## config.mk

```make
export PLATFORM = sky130hd
export DESIGN_NAME = if_fetch_stage
export DESIGN_NICKNAME = d
export VERILOG_FILES = /design/src/rtl/if_fetch_stage_pkg.sv /design/src/rtl/if_fetch_stage_skid.sv /design/src/rtl/if_fetch_stage.sv
export SDC_FILE = /design/constraint.sdc
export NUM_CORES = 1
export LEC_CHECK = 0
export CAP_MARGIN = 20
export CORE_MARGIN = 1.5
export CORE_UTILIZATION = 48
export DETAILED_ROUTE_END_ITERATION = 6
export GPL_TIMING_DRIVEN = 0
export HOLD_SLACK_MARGIN = 0.1
export PLACE_DENSITY = 0.74
export SLEW_MARGIN = 15
export SYNTH_ARGS = -nofsm -noshare
export SYNTH_HDL_FRONTEND = slang
export SYNTH_SLANG_ARGS = --single-unit
```

## constraint.sdc

```tcl
create_clock -name clk -period 3.6 [get_ports clk]
set_clock_uncertainty 0.15 [all_clocks]
set_input_delay 0.72 -clock clk [delete_from_list [all_inputs] [get_ports clk]]
set_output_delay 0.72 -clock clk [all_outputs]
set_load 0.01 [all_outputs]
```

## src/rtl/if_fetch_stage_pkg.sv

```systemverilog
// Shared definitions for the instruction-fetch stage.
package if_fetch_stage_pkg;

    typedef enum logic [1:0] {
        BOOT  = 2'd0,
        FETCH = 2'd1,
        FULL  = 2'd2,
        DRAIN = 2'd3
    } fetch_state_t;

    localparam int unsigned PC_STEP          = 4;
    localparam logic [31:0] RESET_PC_DEFAULT = 32'h0000_0000;

endpackage

```

## src/rtl/if_fetch_stage_skid.sv

```systemverilog
// One-entry holding slot for a fetch response that arrives while IF/ID is stalled.
module fetch_skid_slot
    import if_fetch_stage_pkg::*;
#(
    parameter int unsigned PC_W    = 32,
    parameter int unsigned INSTR_W = 32
) (
    input  logic               clk,
    input  logic               rst,
    input  logic               load,
    input  logic               unload,
    input  logic               clear,
    input  logic [PC_W-1:0]    load_pc,
    input  logic [INSTR_W-1:0] load_instr,
    output logic [PC_W-1:0]    pc,
    output logic [INSTR_W-1:0] instr,
    output logic               full
);

    // clear (redirect) dominates, then load, then unload
    always_ff @(posedge clk or negedge rst) begin
        if (!rst) begin
            pc    <= '0;
            instr <= '0;
            full  <= 1'b0;
        end else if (clear) begin
            full  <= 1'b0;
        end else if (load) begin
            pc    <= load_pc;
            instr <= load_instr;
            full  <= 1'b1;
        end else if (unload) begin
            full  <= 1'b0;
        end
    end

endmodule

```

## src/rtl/if_fetch_stage.sv

```systemverilog
// Instruction-fetch stage: owns the PC, talks to a variable-latency imem,
// presents {pc, instr, valid} to IF/ID, honours stall and EX redirect.
//
// state | meaning
// BOOT  | first cycle after reset, no request yet
// FETCH | request outstanding at imem_addr_o
// FULL  | response parked in skid, waiting for IF/ID to free up
// DRAIN | redirected while a response was in flight; absorb and drop it
module if_fetch_stage
    import if_fetch_stage_pkg::*;
#(
    parameter int unsigned     PC_W     = 32,
    parameter int unsigned     INSTR_W  = 32,
    parameter logic [PC_W-1:0] RESET_PC = PC_W'(RESET_PC_DEFAULT)
) (
    input  logic               clk,
    input  logic               rst,
    input  logic               stall_i,
    input  logic               redirect_i,
    input  logic [PC_W-1:0]    redirect_pc_i,
    output logic               imem_req_o,
    output logic [PC_W-1:0]    imem_addr_o,
    input  logic [INSTR_W-1:0] imem_rdata_i,
    input  logic               imem_ready_i,
    output logic [PC_W-1:0]    pc_o,
    output logic [INSTR_W-1:0] instr_o,
    output logic               valid_o
);

    fetch_state_t       state, state_nxt;
    logic [PC_W-1:0]    fetch_pc, fetch_pc_nxt, fetch_pc_inc, redirect_tgt;
    logic [PC_W-1:0]    addr_nxt, pc_nxt, skid_pc;
    logic [INSTR_W-1:0] instr_nxt, skid_instr;
    logic               valid_nxt, slot_free;
    logic               skid_load, skid_unload, skid_clear, skid_full;

    assign slot_free    = !valid_o || !stall_i;
    assign fetch_pc_inc = fetch_pc + PC_W'(PC_STEP);
    assign redirect_tgt = redirect_pc_i & ~(PC_W'(3));

    fetch_skid_slot #(
        .PC_W    (PC_W),
        .INSTR_W (INSTR_W)
    ) u_skid (
        .clk        (clk),
        .rst        (rst),
        .load       (skid_load),
        .unload     (skid_unload),
        .clear      (skid_clear),
        .load_pc    (imem_addr_o),
        .load_instr (imem_rdata_i),
        .pc         (skid_pc),
        .instr      (skid_instr),
        .full       (skid_full)
    );

    // state register
    always_ff @(posedge clk or negedge rst) begin
        if (!rst) state <= BOOT;
        else      state <= state_nxt;
    end

    // next state plus next values of the PC/output registers; redirect first
    always_comb begin
        state_nxt    = state;
        fetch_pc_nxt = fetch_pc;
        addr_nxt     = imem_addr_o;
        pc_nxt       = pc_o;
        instr_nxt    = instr_o;
        valid_nxt    = valid_o && stall_i;
        skid_load    = 1'b0;
        skid_unload  = 1'b0;
        skid_clear   = 1'b0;
        if (redirect_i) begin
            valid_nxt    = 1'b0;
            skid_clear   = 1'b1;
            fetch_pc_nxt = redirect_tgt;
            unique case (state)
                FETCH: begin
                    if (imem_ready_i) addr_nxt  = redirect_tgt;
                    else              state_nxt = DRAIN;
                end
                FULL, BOOT: begin
                    addr_nxt  = redirect_tgt;
                    state_nxt = FETCH;
                end
                DRAIN: ;
                default: state_nxt = BOOT;
            endcase
        end else begin
            unique case (state)
                BOOT: begin
                    addr_nxt  = fetch_pc;
                    state_nxt = FETCH;
                end
                FETCH: begin
                    if (imem_ready_i) begin
                        fetch_pc_nxt = fetch_pc_inc;
                        if (slot_free) begin
                            pc_nxt    = imem_addr_o;
                            instr_nxt = imem_rdata_i;
                            valid_nxt = 1'b1;
                            addr_nxt  = fetch_pc_inc;
                        end else begin
                            skid_load = 1'b1;
                            state_nxt = FULL;
                        end
                    end
                end
                FULL: begin
                    if (!stall_i) begin
                        pc_nxt      = skid_pc;
                        instr_nxt   = skid_instr;
                        valid_nxt   = skid_full;
                        skid_unload = 1'b1;
                        addr_nxt    = fetch_pc;
                        state_nxt   = FETCH;
                    end
                end
                DRAIN: begin
                    if (imem_ready_i) begin
                        addr_nxt  = fetch_pc;
                        state_nxt = FETCH;
                    end
                end
                default: state_nxt = BOOT;
            endcase
        end
    end

    // request strobe is a pure function of state
    always_comb begin
        imem_req_o = (state == FETCH) || (state == DRAIN);
    end

    // PC, request address and IF/ID-facing registers
    always_ff @(posedge clk or negedge rst) begin
        if (!rst) begin
            fetch_pc    <= RESET_PC;
            imem_addr_o <= RESET_PC;
            pc_o        <= '0;
            instr_o     <= '0;
            valid_o     <= 1'b0;
        end else begin
            fetch_pc    <= fetch_pc_nxt;
            imem_addr_o <= addr_nxt;
            pc_o        <= pc_nxt;
            instr_o     <= instr_nxt;
            valid_o     <= valid_nxt;
        end
    end

endmodule

```

==> key figures, run 1 <==
CTS
  – CTS max path bufs: 2
  – Clock sink total: 191
  – Worst-Skew Late Latency: 440 ps
  – Clock-pin slew on the worst setup and hold paths: 70 ps
  – H-tree levels: 4
  – Root Buffer: clkbuf_16
  – TritonCTS clock tree: yes
  – CTS buffer count: 17
  – Setup Fix Bufs, Post-CTS: 0

Synth
  – Post-synth EDFFs: 0
  – Mapped Avg Cell Area: 10.7 um^2
  – Proportion of synthesized area in mux cells: 0.160
  – Post-synthesis compound-gate area fraction: 0.104
  – FF+latch count, synth: 191
  – Ys flop type: dfrtp_1
  – Total nets after synthesis: 959
  – Part of the Yosys area used for sequential elements: 0.506
  – Synth Area in Adders: 0.00663
  – Cells after Synth: 885
  – Largest family of logic cells by synthesized area: multiplexers
  – Synth Area in Simple Gates: 0.143
  – Yosys Warn Count: 0
  – Synth Cell Area: 9440 um^2
  – Count of different cell masters after synthesis: 67
  – Post-synth ARST share: 1.00
  – Synth Area in XOR/XNOR: 0.0362

Routing
  – Total wire length: 24.1 mm
  – Final ANT Viol Nets: 0
  – Routed vias: 7454
  – Drt via density: 5.54
  – Starting DRC count in detailed routing: 481
  – DRC violations left: 0
  – Pre-Repair DR Iteration Count: 5
  – DR WL/cell: 17.9 um

Worst setup path
  – Worst Path Class, Setup: flop to output port
  – Max FO, Critical Path: 19
  – CP startpoint kind: flop
  – RR Startpoint: state[1]$_DFFE_PN0P_
  – R2R Path End: fetch_pc[11]$_DFFE_PN0N_
  – WP data arrival: 2360 ps
  – Worst R2R Path Depth: 8
  – Crit path required time: 2730 ps
  – Crit end category: output port
  – Reg2Reg Setup Slack: 470 ps

GRT
  – Largest net degree at the start of global routing: 77
  – Overflow after GRT: 0
  – First-pass GRT wire length: 38.5 mm
  – Initial antenna violation count: 0
  – Vias in the first global route: 7445
  – Overall routing resource usage: 0.244

Timing
  – Setup Viol. Count Final: 0
  – Tcrit/Tclk final: 0.897
  – PnR worst setup slack: 373 ps
  – Final slew viol count: 0
  – Max_slew headroom: 0.241
  – Max frequency: 310 MHz
  – RSZ-0062 raised after global routing: false
  – Final Critical Period: 3230 ps
  – Worst Max-Slew Pin Slew: 1130 ps
  – Final Hold Viols: 0

Pwr
  – Pwr Density: 740 nW/um^2
  – Leakage: 5.11 nW
  – Total power: 8.94 mW
  – Maximum vdd drop: 427 uV

Floorplanning
  – Total I/O pin count: 167
  – Die height: 143 um
  – Core area: 19400 um^2
  – # rows: 51
  – Die area: 20500 um^2
  – Initial core utilization: 0.486
  – Die X: 143 um

Placement
  – Routability Congestion: 0.937
  – Final HPWL DP: 17.2 mm
  – Port buffer count: 162
  – Dpl cells: 1314
  – Post-Place Setup Slack: 233 ps

Job
  – Max_cap viols: 0

Min path
  – Hold Crit Start: instr_o[6]$_DFFE_PN0P_
  – Hold Path Sink: instr_o[6]$_DFFE_PN0P_
  – Hold crit path type: flop to flop
  – Worst hold stages: 2

Finish
  – Antenna cell count: 0
  – Share of layout cells above drive strength 1: 0.137
  – Area grow syn2layout: 28.0%
  – # nets final: 1142
  – Non-filler instance count after layout: 1346

Run status
  – Status: complete, no violations
==> metal layers <==
layer	up-vias	share of wire	global-route usage	wire, um
met5	-	0	0	0
met4	0	0.026	0.0945	636
met3	49	0.063	0.0486	1520
met2	283	0.47	0.395	11400
met1	3630	0.44	0.323	10500
li1	3492	-	-	-
==> sequential cells by signal, summed over array words and instances, names as in the netlist <==
signal	flops
instr_o	32
u_skid.full	1
fetch_pc	30
imem_addr_o	31
u_skid.pc	31
state	2
pc_o	31
valid_o	1
u_skid.instr	32
==> area by class of cell <==
type	count	area [um^2]
Sequential cell	191	4780
Multi-Input combinational cell	621	4250
Buffer	65	375
Clock inverter	15	200
Tap cell	265	332
Inverter	7	26.3
Clock buffer	17	425
Timing Repair Buffer	165	1690
Fill cell	1639	7320
==> worst max-delay path, stage by stage (launching register included) <==
cell	delay, ps
dfrtp_1	410
inv_1	100
ha_1	300
buf_2	400
or2_2	170
clkdlybuf4s50_1	550
==> synth_stat cells (all sizes together) (13+ instances only) <==
library cell / number / share of area
mux2: 74 / 0.088
nand4: 16 / 0.011
nor2: 29 / 0.012
nand3: 25 / 0.015
mux2i: 68 / 0.072
nor3: 19 / 0.010
xor2: 14 / 0.013
nor4: 13 / 0.013
xnor2: 25 / 0.023
nand2: 122 / 0.049
buf: 16 / 0.0091
clkbuf: 48 / 0.027
o21ai: 105 / 0.056
dfrtp: 191 / 0.51
==> through the flow <==
| stage | cell area [um^2] | hold WS, ps | util | setup TNS, ps |
|---|---|---|---|---|
| 2_1_floorplan | 9440 | 274 | - | 0 |
| 3_3_place_gp | 11400 | 311 | 0.587 | -1201070 |
| 3_5_place_dp | 11400 | 320 | 0.590 | 0 |
| 4_1_cts | 12100 | 336 | 0.623 | 0 |
| 5_1_grt | 12100 | 343 | 0.623 | 0 |
| 6_report | 12100 | 326 | 0.623 | 0 |
==> cell usage in the layout (no fill, tap or decap), types with 6 or more instances in the layout <==
cell	instances
inv_1	6
nand4_1	16
clkdlybuf4s50_1	161
clkbuf_16	17
o21ai_0	101
nand2b_1	9
mux2i_1	68
a21boi_0	7
and3_1	7
xor2_1	14
xnor2_1	25
dfrtp_1	191
buf_1	7
nor4_1	8
a21oi_1	11
o31ai_1	6
clkbuf_8	7
nand2_1	122
nand3_1	23
nor2_1	28
mux2_2	74
clkbuf_1	41
nor3_1	19
==> how the worst max path moves through the flow <==
stage,from,end,slack (ps),cells past startpoint
after floorplan,redirect_i,u_skid.instr[0]$_DFFE_PN0P_,1180,6
final,state[1]$_DFFE_PN0P_,imem_req_o,370,5
after global placement,rst,imem_addr_o[25]$_DFFE_PN0P_,-6310,1
after CTS,state[1]$_DFFE_PN0P_,imem_req_o,350,5
after global routing,state[1]$_DFFE_PN0P_,fetch_pc[11]$_DFFE_PN0N_,240,8
after detailed placement,stall_i,pc_o[27]$_DFFE_PN0P_,230,8
==> repair_timing <==
action                     CTS  global route
gates resized for setup      0             0
hold buffers                 1             0
setup endpoints to repair    1             0
hold endpoints to repair    46             0
==> where the power goes <==
group          internal [mW]  total, mW  switching, mW
sequential              2.86       3.35          0.493
clock                   1.06       1.98          0.920
combinational           1.79       3.60           1.81
total                   5.71       8.94           3.23
==> cell families after synthesis <==
logic type	count (synthesis)
and+or+nand+nor	270
AOI/OAI and AO/OA	165
xor gates and xnor gates	39
DFF	191
muxes	142
adders and majority gates	5
buffers and inverters	73
Power figures use the tool's default switching activity.
==> inputs of run 2 (changes only) <==
--- a/config.mk
+++ b/config.mk
@@ -6,13 +6,16 @@
 export NUM_CORES = 1
 export LEC_CHECK = 0
 export CAP_MARGIN = 20
+export CELL_PAD_IN_SITES_DETAIL_PLACEMENT = 0
+export CELL_PAD_IN_SITES_GLOBAL_PLACEMENT = 2
 export CORE_MARGIN = 1.5
-export CORE_UTILIZATION = 48
+export CORE_UTILIZATION = 37
 export DETAILED_ROUTE_END_ITERATION = 6
 export GPL_TIMING_DRIVEN = 0
-export HOLD_SLACK_MARGIN = 0.1
-export PLACE_DENSITY = 0.74
+export HOLD_SLACK_MARGIN = 0.06
+export PLACE_DENSITY = 0.85
 export SLEW_MARGIN = 15
 export SYNTH_ARGS = -nofsm -noshare
 export SYNTH_HDL_FRONTEND = slang
+export SYNTH_HIERARCHICAL = 1
 export SYNTH_SLANG_ARGS = --single-unit
==> run 2 against run 1 <==
Net effect:
- sequential cell count increased by 2
- cell count increased by 5.6%
- combinational power decreased by 5.8%
- non-clock buffer count decreased by 1
- die area increased by 33%
- critical path depth increased by 4
- fmax decreased by 3.2%
- sequential power increased by 4%
==> key figures, run 2 <==
Routing
  – DR WL/cell: 19.6 um
  – DRC violations left: 0
  – Drt via density: 5.23
  – Final ANT Viol Nets: 0
  – Pre-Repair DR Iteration Count: 5
  – Total wire length: 27.9 mm
  – Routed vias: 7438
  – Starting DRC count in detailed routing: 537

CTS
  – CTS max path bufs: 2
  – TritonCTS clock tree: yes
  – Root Buffer: clkbuf_16
  – Clock sink total: 193
  – Setup Fix Bufs, Post-CTS: 0
  – Worst-Skew Late Latency: 440 ps
  – CTS buffer count: 17
  – H-tree levels: 4
  – Clock-pin slew on the worst setup and hold paths: 80 ps

Worst setup path
  – Worst Path Class, Setup: input port to flop
  – RR Startpoint: state[1]$_DFFE_PN0P_
  – Worst path depth: 9
  – CP Buf/Inv Count: 6
  – R2R Path End: imem_addr_o[30]$_DFFE_PN0P_
  – Critical path cell sequence: clkdlybuf4s50_1 -> clkbuf_2 -> clkbuf_1 -> buf_2 -> nor3_1 -> nor2b_4 -> buf_12 -> buf_12 -> mux2_4
  – Crit path required time: 3770 ps
  – Worst R2R Path Depth: 10
  – CP top delay family: buffers and inverters
  – Crit end category: flop
  – Beginning of the critical path: redirect_i
  – Max FO, Critical Path: 10
  – Reg2Reg Setup Slack: 370 ps
  – WP data arrival: 3500 ps
  – Crit-path most repeated cell: buf_12
  – Crit path to: u_skid/pc[3]$_DFFE_PN0P_
  – CP startpoint kind: input port
  – CP max-delay cell: clkdlybuf4s50_1
  – Max stage delay on crit path: 630 ps

Synth
  – Post-synthesis compound-gate area fraction: 0.105
  – Ys flop type: dfrtp_1
  – Synth Area in Simple Gates: 0.135
  – Largest family of logic cells by synthesized area: multiplexers
  – Mapped Avg Cell Area: 11.0 um^2
  – Synth Area in Adders: 0.00642
  – Synth top area cells: dfrtp_1, mux2_4, mux2i_1, a21oi_1, nor2_1
  – Cells after Synth: 888
  – Post-synth ARST share: 1.00
  – Proportion of synthesized area in mux cells: 0.181
  – Area share of the largest cell type after synthesis: 0.495
  – Count of different cell masters after synthesis: 63
  – Synth Cell Area: 9750 um^2
  – Total nets after synthesis: 962
  – FF+latch count, synth: 193
  – Largest area contributor in the netlist: dfrtp_1
  – Yosys Warn Count: 6
  – Synth Area in XOR/XNOR: 0.0359
  – Count leader, synth: dfrtp_1
  – Part of the Yosys area used for sequential elements: 0.495
  – Post-synth EDFFs: 0
  – Synth cell count leaders: dfrtp_1, a21oi_1, nor2_1

Floorplanning
  – Core area: 26000 um^2
  – # rows: 59
  – Die area: 27300 um^2
  – Die height: 165 um
  – Initial core utilization: 0.375
  – Total I/O pin count: 167
  – Die X: 165 um

Timing
  – Final Hold Viols: 0
  – Worst Max-Slew Pin Slew: 927 ps
  – RSZ-0062 raised after global routing: false
  – Setup Viol. Count Final: 0
  – Max_slew headroom: 0.377
  – Tcrit/Tclk final: 0.926
  – Final slew viol count: 0
  – Max frequency: 300 MHz
  – Final Critical Period: 3330 ps
  – Hold WS: 364 ps

Pwr
  – Clk pwr share: 0.224
  – Sw Ratio: 0.363
  – Psw: 3.22 mW
  – Pwr Density: 709 nW/um^2
  – Leakage: 5.00 nW
  – Maximum vdd drop: 324 uV
  – Gate power share: 0.383
  – Sequential Power Share: 0.393
  – Pint: 5.64 mW

GRT
  – First-pass GRT wire length: 43.5 mm
  – Largest net degree at the start of global routing: 78
  – Vias in the first global route: 7574
  – Initial antenna violation count: 0
  – Overall routing resource usage: 0.210
  – Overflow after GRT: 0

Placement
  – Dpl cells: 1389
  – Port buffer count: 164
  – Final HPWL DP: 19.9 mm
  – Routability Congestion: 0.881

Finish
  – Area grow syn2layout: 28.1%
  – Share of layout cells above drive strength 1: 0.138
  – Non-filler instance count after layout: 1421
  – FILL cells: 2446
  – # nets final: 1147
  – Most common cell after layout, fill and taps aside: dfrtp_1
  – Antenna cell count: 0
  – Share of the core filled with cells: 0.481
  – Commonest cells after routing, fill and taps aside: dfrtp_1, clkdlybuf4s50_1, a21oi_1

Run status
  – Status: complete, no violations

Min path
  – Hold crit path type: flop to flop

Job
  – Max_cap viols: 0
[run 2: cells by family (layout without fill, tap and decap cells)]
group / after synthesis / in the layout
AOI/OAI and AO/OA: 175 / 175
muxes: 144 / 144
buffers and inverters: 73 / 271
and+or+nand+nor: 258 / 258
DFF: 193 / 193
xor gates and xnor gates: 40 / 40
adders and majority gates: 5 / 5
[run 2: metrics by stage]
stage / cell area, um^2 / power, mW / worst slack [ps] / TNS, ps
final: 12500 / 8.86 / 267 / 0
after detailed placement: 11900 / 6.94 / -681 / -42370
after global placement: 11800 / 6.89 / -6880 / -1366990
after floorplan: 9750 / 5.06 / 953 / 0
after CTS: 12500 / 8.95 / 55.5 / 0
after global routing: 12500 / 9.42 / 121 / 0
[run 2: layout make-up]
cell class / instances / area [um^2] / area share
buffer: 62 / 369 / 0.0295
clock buffer: 18 / 429 / 0.0344
clock inverter: 14 / 184 / 0.0147
inverter: 10 / 37.5 / 0.00300
multi-input combinational: 622 / 4510 / 0.361
sequential: 193 / 4830 / 0.387
tap: 335 / 419 / 0.0336
timing repair buffer: 167 / 1710 / 0.137
[run 2: power by group through the flow]
stage | combinational [mW] | clock (mW) | sequential (mW)
after floorplan | 1.47 | 0 | 3.60
after global placement | 3.38 | 0 | 3.50
after detailed placement | 3.41 | 0 | 3.53
after CTS | 3.43 | 2.03 | 3.49
after global routing | 3.72 | 2.11 | 3.59
final | 3.39 | 1.98 | 3.48
[run 2: worst min path at each step]
stage,start,end,cells after the start,slack (ps)
6_report,u_skid/instr[24]$_DFFE_PN0P_,u_skid/instr[24]$_DFFE_PN0P_,1,360
5_1_grt,u_skid/instr[24]$_DFFE_PN0P_,u_skid/instr[24]$_DFFE_PN0P_,1,370
4_1_cts,u_skid/instr[24]$_DFFE_PN0P_,u_skid/instr[24]$_DFFE_PN0P_,1,370
3_5_place_dp,u_skid/instr[10]$_DFFE_PN0P_,u_skid/instr[10]$_DFFE_PN0P_,1,340
3_3_place_gp,u_skid/pc[26]$_DFFE_PN0P_,u_skid/pc[26]$_DFFE_PN0P_,1,340
2_1_floorplan,rst,fetch_pc[10]$_DFFE_PN0N_,0,270
[run 2: repair_timing]
action / 4_1_cts / 5_1_grt
endpoints found under the hold margin: 42 / 0
hold buffers: 1 / 0
endpoints found under the setup margin: 65 / 60
gates resized for setup: 1 / 2
[run 2: metal layers]
layer / wire length [um] / vias to the layer above / GRT usage
li1: - / 3507 / -
met1: 12800 / 3709 / 0.290
met2: 13300 / 194 / 0.340
met3: 1320 / 28 / 0.0325
met4: 488 / 0 / 0.0637
met5: 0 / - / 0
==> inputs of run 3 (changes only) <==
--- a/config.mk
+++ b/config.mk
@@ -14,6 +14,7 @@
 export GPL_TIMING_DRIVEN = 0
 export HOLD_SLACK_MARGIN = 0.06
 export PLACE_DENSITY = 0.85
+export SKIP_CTS_REPAIR_TIMING = 1
 export SLEW_MARGIN = 15
 export SYNTH_ARGS = -nofsm -noshare
 export SYNTH_HDL_FRONTEND = slang
==> constraint.sdc (replaced) <==
create_clock -name clk -period 3.6 [get_ports clk]
set_clock_uncertainty 0.15 [all_clocks]
set_input_delay 0.72 -clock clk [delete_from_list [all_inputs] [get_ports clk]]
set_output_delay 0.72 -clock clk [all_outputs]
set_load 0.1 [all_outputs]
==> run 3 against run 2 <==
Net effect:
- critical path depth decreased by 3
- worst setup slack got worse by 170 ps
- sequential share of layout area hardly changed
- wire length hardly changed
- global-route usage is essentially flat
- count of clock-buffer cells in the layout stayed put
- total power rose by 41%
- die area is the same
- first-iteration DRC count decreased by 5.6%
- via count is essentially flat
==> key figures, run 3 (same netlist as run 2, synthesis figures left out) <==
Timing
  – Final Hold Viols: 0
  – Setup Viol. Count Final: 0
  – Max_slew headroom: 0.302
  – Final slew viol count: 0
  – RSZ-0062 raised after global routing: true
  – Worst Max-Slew Pin Slew: 1040 ps
  – Final Critical Period: 3510 ps
  – Max frequency: 285 MHz
  – Tcrit/Tclk final: 0.974

Floorplanning
  – Die area: 27300 um^2
  – # rows: 59
  – Die height: 165 um
  – Total I/O pin count: 167
  – Initial core utilization: 0.375
  – Die X: 165 um
  – Core area: 26000 um^2

GRT
  – Overflow after GRT: 0
  – Initial antenna violation count: 0
  – Vias in the first global route: 7584
  – Overall routing resource usage: 0.211
  – Largest net degree at the start of global routing: 78
  – First-pass GRT wire length: 43.6 mm

Worst setup path
  – Worst Path Class, Setup: flop to output port
  – CP startpoint kind: flop
  – Crit path required time: 2730 ps
  – R2R Path End: imem_addr_o[30]$_DFFE_PN0P_
  – Max FO, Critical Path: 10
  – Reg2Reg Setup Slack: 620 ps
  – WP data arrival: 2640 ps
  – Worst R2R Path Depth: 10
  – Crit end category: output port
  – RR Startpoint: state[1]$_DFFE_PN0P_

Run status
  – Status: complete, no violations

CTS
  – Clock-pin slew on the worst setup and hold paths: 80 ps
  – CTS max path bufs: 2
  – Root Buffer: clkbuf_16
  – Worst-Skew Late Latency: 440 ps
  – Clock sink total: 193
  – H-tree levels: 4
  – TritonCTS clock tree: yes
  – CTS buffer count: 17

Routing
  – DRC violations left: 0
  – DR WL/cell: 19.6 um
  – Routed vias: 7439
  – Starting DRC count in detailed routing: 507
  – Final ANT Viol Nets: 0
  – Total wire length: 27.9 mm
  – Pre-Repair DR Iteration Count: 5
  – Drt via density: 5.23

Pwr
  – Pwr Density: 1000 nW/um^2
  – Maximum vdd drop: 654 uV
  – Leakage: 5.00 nW

Finish
  – Most common cell after layout, fill and taps aside: dfrtp_1
  – Share of the core filled with cells: 0.481
  – Area grow syn2layout: 28.1%
  – # nets final: 1148
  – Share of layout cells above drive strength 1: 0.139
  – Antenna cell count: 0
  – Commonest cells after routing, fill and taps aside: dfrtp_1, clkdlybuf4s50_1, a21oi_1
  – FILL cells: 2448
  – Non-filler instance count after layout: 1422

Min path
  – Worst hold stages: 1
  – Hold Path Sink: u_skid/instr[1]$_DFFE_PN0P_
  – Hold Crit Start: u_skid/instr[1]$_DFFE_PN0P_
  – Hold crit path type: flop to flop

Placement
  – Port buffer count: 164
  – Final HPWL DP: 19.9 mm
  – Routability Congestion: 0.881
  – Dpl cells: 1389

Job
  – Max_cap viols: 0
## run 3: changes by cell type in the layout (fill, tap and decap cells not counted)
cell | previous run | this run
clkdlybuf4s50_1 | 163 | 162
clkbuf_2 | 1 | 3
clkbuf_1 | 37 | 38
buf_2 | 14 | 13
## run 3: worst max-delay path by stage
stage	slack [ps]	from	cells after the start	to
final	90	state[1]$_DFFE_PN0P_	6	imem_req_o
after global routing	-40	state[1]$_DFFE_PN0P_	6	imem_req_o
after CTS	-630	state[1]$_DFFE_PN0P_	6	imem_req_o
after detailed placement	-680	redirect_i	9	u_skid/pc[28]$_DFFE_PN0P_
after global placement	-6880	rst	1	fetch_pc[31]$_DFFE_PN0N_
after floorplan	950	redirect_i	8	u_skid/pc[0]$_DFFE_PN0P_
## run 3: area by class of cell
class	instances	area, um^2	share of cell area
Sequential cell	193	4830	0.387
Clock buffer	18	429	0.0344
Buffer	63	373	0.0299
Inverter	10	37.5	0.00301
Clock inverter	14	184	0.0147
Timing Repair Buffer	167	1710	0.137
Multi-Input combinational cell	622	4510	0.361
Tap cell	335	419	0.0336
## run 3: worst max-delay path: stages (launching register included)
cell      delay, ps
dfrtp_1         430
inv_1           100
ha_1            180
buf_2           240
clkbuf_1        560
or2_2           220
clkbuf_2        470
## run 3: through the flow
step	worst slack, ps	hold slack (ps)	power (mW)	instance area [um^2]	TNS, ps
6_report	92.9	364	12.5	12500	0
5_1_grt	-39.7	375	13.1	12500	-39.7
4_1_cts	-630	8.08	12.6	12500	-12050
3_5_place_dp	-681	343	10.6	11900	-42510
3_3_place_gp	-6880	340	10.5	11800	-1367130
2_1_floorplan	952	274	8.66	9750	0
## run 3: per-layer routing
metal	GRT usage	vias to the layer above	part of all wire
met5	0	-	0
met4	0.0645	0	0.017
met3	0.0322	29	0.041
met2	0.340	189	0.48
met1	0.291	3707	0.46
li1	-	3514	-
## run 3: where the power goes
part           internal [mW]  switching [mW]  total (mW)
Clock                   1.01           0.973        1.98
Sequential              2.88           0.597        3.48
Combinational           1.73            5.31        7.05
==> variant: new RTL, settings of run 1 <==
Take the reset off `instr_o` and load it in a clocked block of its own.
--- a/src/rtl/if_fetch_stage.sv
+++ b/src/rtl/if_fetch_stage.sv
@@ -139,16 +139,18 @@
             fetch_pc    <= RESET_PC;
             imem_addr_o <= RESET_PC;
             pc_o        <= '0;
-            instr_o     <= '0;
             valid_o     <= 1'b0;
         end else begin
             fetch_pc    <= fetch_pc_nxt;
             imem_addr_o <= addr_nxt;
             pc_o        <= pc_nxt;
-            instr_o     <= instr_nxt;
             valid_o     <= valid_nxt;
         end
     end
 
+    always_ff @(posedge clk) begin
+        instr_o <= instr_nxt;
+    end
+
 endmodule
 
Behaviour: differs if rst is asserted again (counterexample within 4 cycles, from zero or initial values and one cycle with rst low); with rst held inactive, the same outputs for 4 cycles.
==> variant against run 1 <==
Design area fell by 0.98%. Synthesized cell count rose by 4.3%. Sequential cell count did not move. Die area fell by 1.5%. Area after synthesis fell by 1.5%. Hold slack got worse by 0.23 ns. Wire length rose by 1.4%. Register-to-register slack improved by 0.23 ns. Combinational power fell by 23%. Power fell by 5.7%. Highest routed layer unchanged. Setup slack improved by 0.079 ns. Critical endpoint unchanged.
==> variant: results (changes against run 1) <==
Total power: 8.43 mW (-5.7%)
Post-Syn Instances: 923 (+4.3%)
Peak supply drop: 0.384 mV (-10%)
P_leak: 5.10 nW (-0.20%)
Cell Area, Placed: 11300 sq um (-1.5%)
Setup WS pre-CTS: 0.0511 ns (-0.181 ns)
Non-clk invs: 8 (+1)
Slew Limit Headroom: 0.498 (+0.257)
RR Startpoint: state[0]$_DFFE_PN0P_
Worst r2r path cells: 7 (-1)
Met2 wire length: 11.7 mm (+2.4%)
Drt wl/cell: 17.7 microns (-0.83%)
EDFF count, synth: 32 (+32)
NonClk Buf Share: 0.162 (-0.00897)
Status: complete, no violations
Critical path data arrival time: 2.28 ns (-0.08 ns)
DR vias/cell: 5.43 (-2.0%)
Clk_buf instances: 20 (+3)
Sequential cell area: 4940 sq um (+3.4%)
Post-synth ARST share: 0.832 (-0.168)
Met2 Resource Use GR: 0.408 (+0.0131)
Post-synth cell types: 62 (-7.5%)
Register share of total power: 0.404 (+0.029)
Synthesized area: 9300 sq um (-1.5%)
WL met3: 1.23 mm (-19%)
Final WL: 24.4 mm (+1.4%)
Nets: 1178 (+3.2%)
Routing usage on met3: 0.0343 (-0.0143)
GR Layer Usage met1: 0.345 (+0.0224)
Area of the multi-input gates: 4040 sq um (-5.1%)
Gp weighted congestion: 0.922 (-1.6%)
P_int: 5.64 mW (-1.2%)
Vias in the first global route: 7284 (-2.2%)
Seq_cells: 191 (unchanged)
Syn nets: 997 (+4.0%)
Register area share after synthesis: 0.531 (+0.0249)
Dominant cells by area after synthesis: dfrtp_1 (43%), nand2_1 (11%), edfxtp_1 (10%)
Share of layout cells above drive strength 1: 0.115 (-0.0223)
Min-delay worst type: in -> async
Largest net degree at the start of global routing: 83 (+7.8%)
Multi-input gates: 663 (+6.8%)
Initial DRC Count: 541 (+12%)
==> variant: kinds of logic (layout without fill, tap and decap cells) <==
kind of cell    Yosys count  in the layout  share of synthesized area
simple gates            395            395                      0.200
flops                   191            191                      0.531
compound gates          127            127                     0.0826
mux                      85             85                     0.0972
buf+inv                  69            263                     0.0343
xor+xnor                 51             51                     0.0481
fa+ha+maj                 5              5                    0.00673
==> variant: worst max-delay path by stage <==
stage | endpoint | slack, ns | depth (start not counted)
floorplan | instr_o[0]$_DFFE_PP_ | 0.77 | 7
global placement | pc_o[20]$_DFFE_PN0P_ | -5.08 | 1
detailed placement | instr_o[27]$_DFFE_PP_ | 0.05 | 7
CTS | imem_req_o | 0.01 | 6
global route | instr_o[15]$_DFFE_PP_ | 0.30 | 7
finish | imem_req_o | 0.45 | 5
==> variant: critical path, stage by stage (launching register included) <==
cell and delay (ns):
dfrtp_1 0.42, inv_1 0.09, ha_1 0.29, buf_4 0.31
or2_2 0.15, clkdlybuf4s50_1 0.58
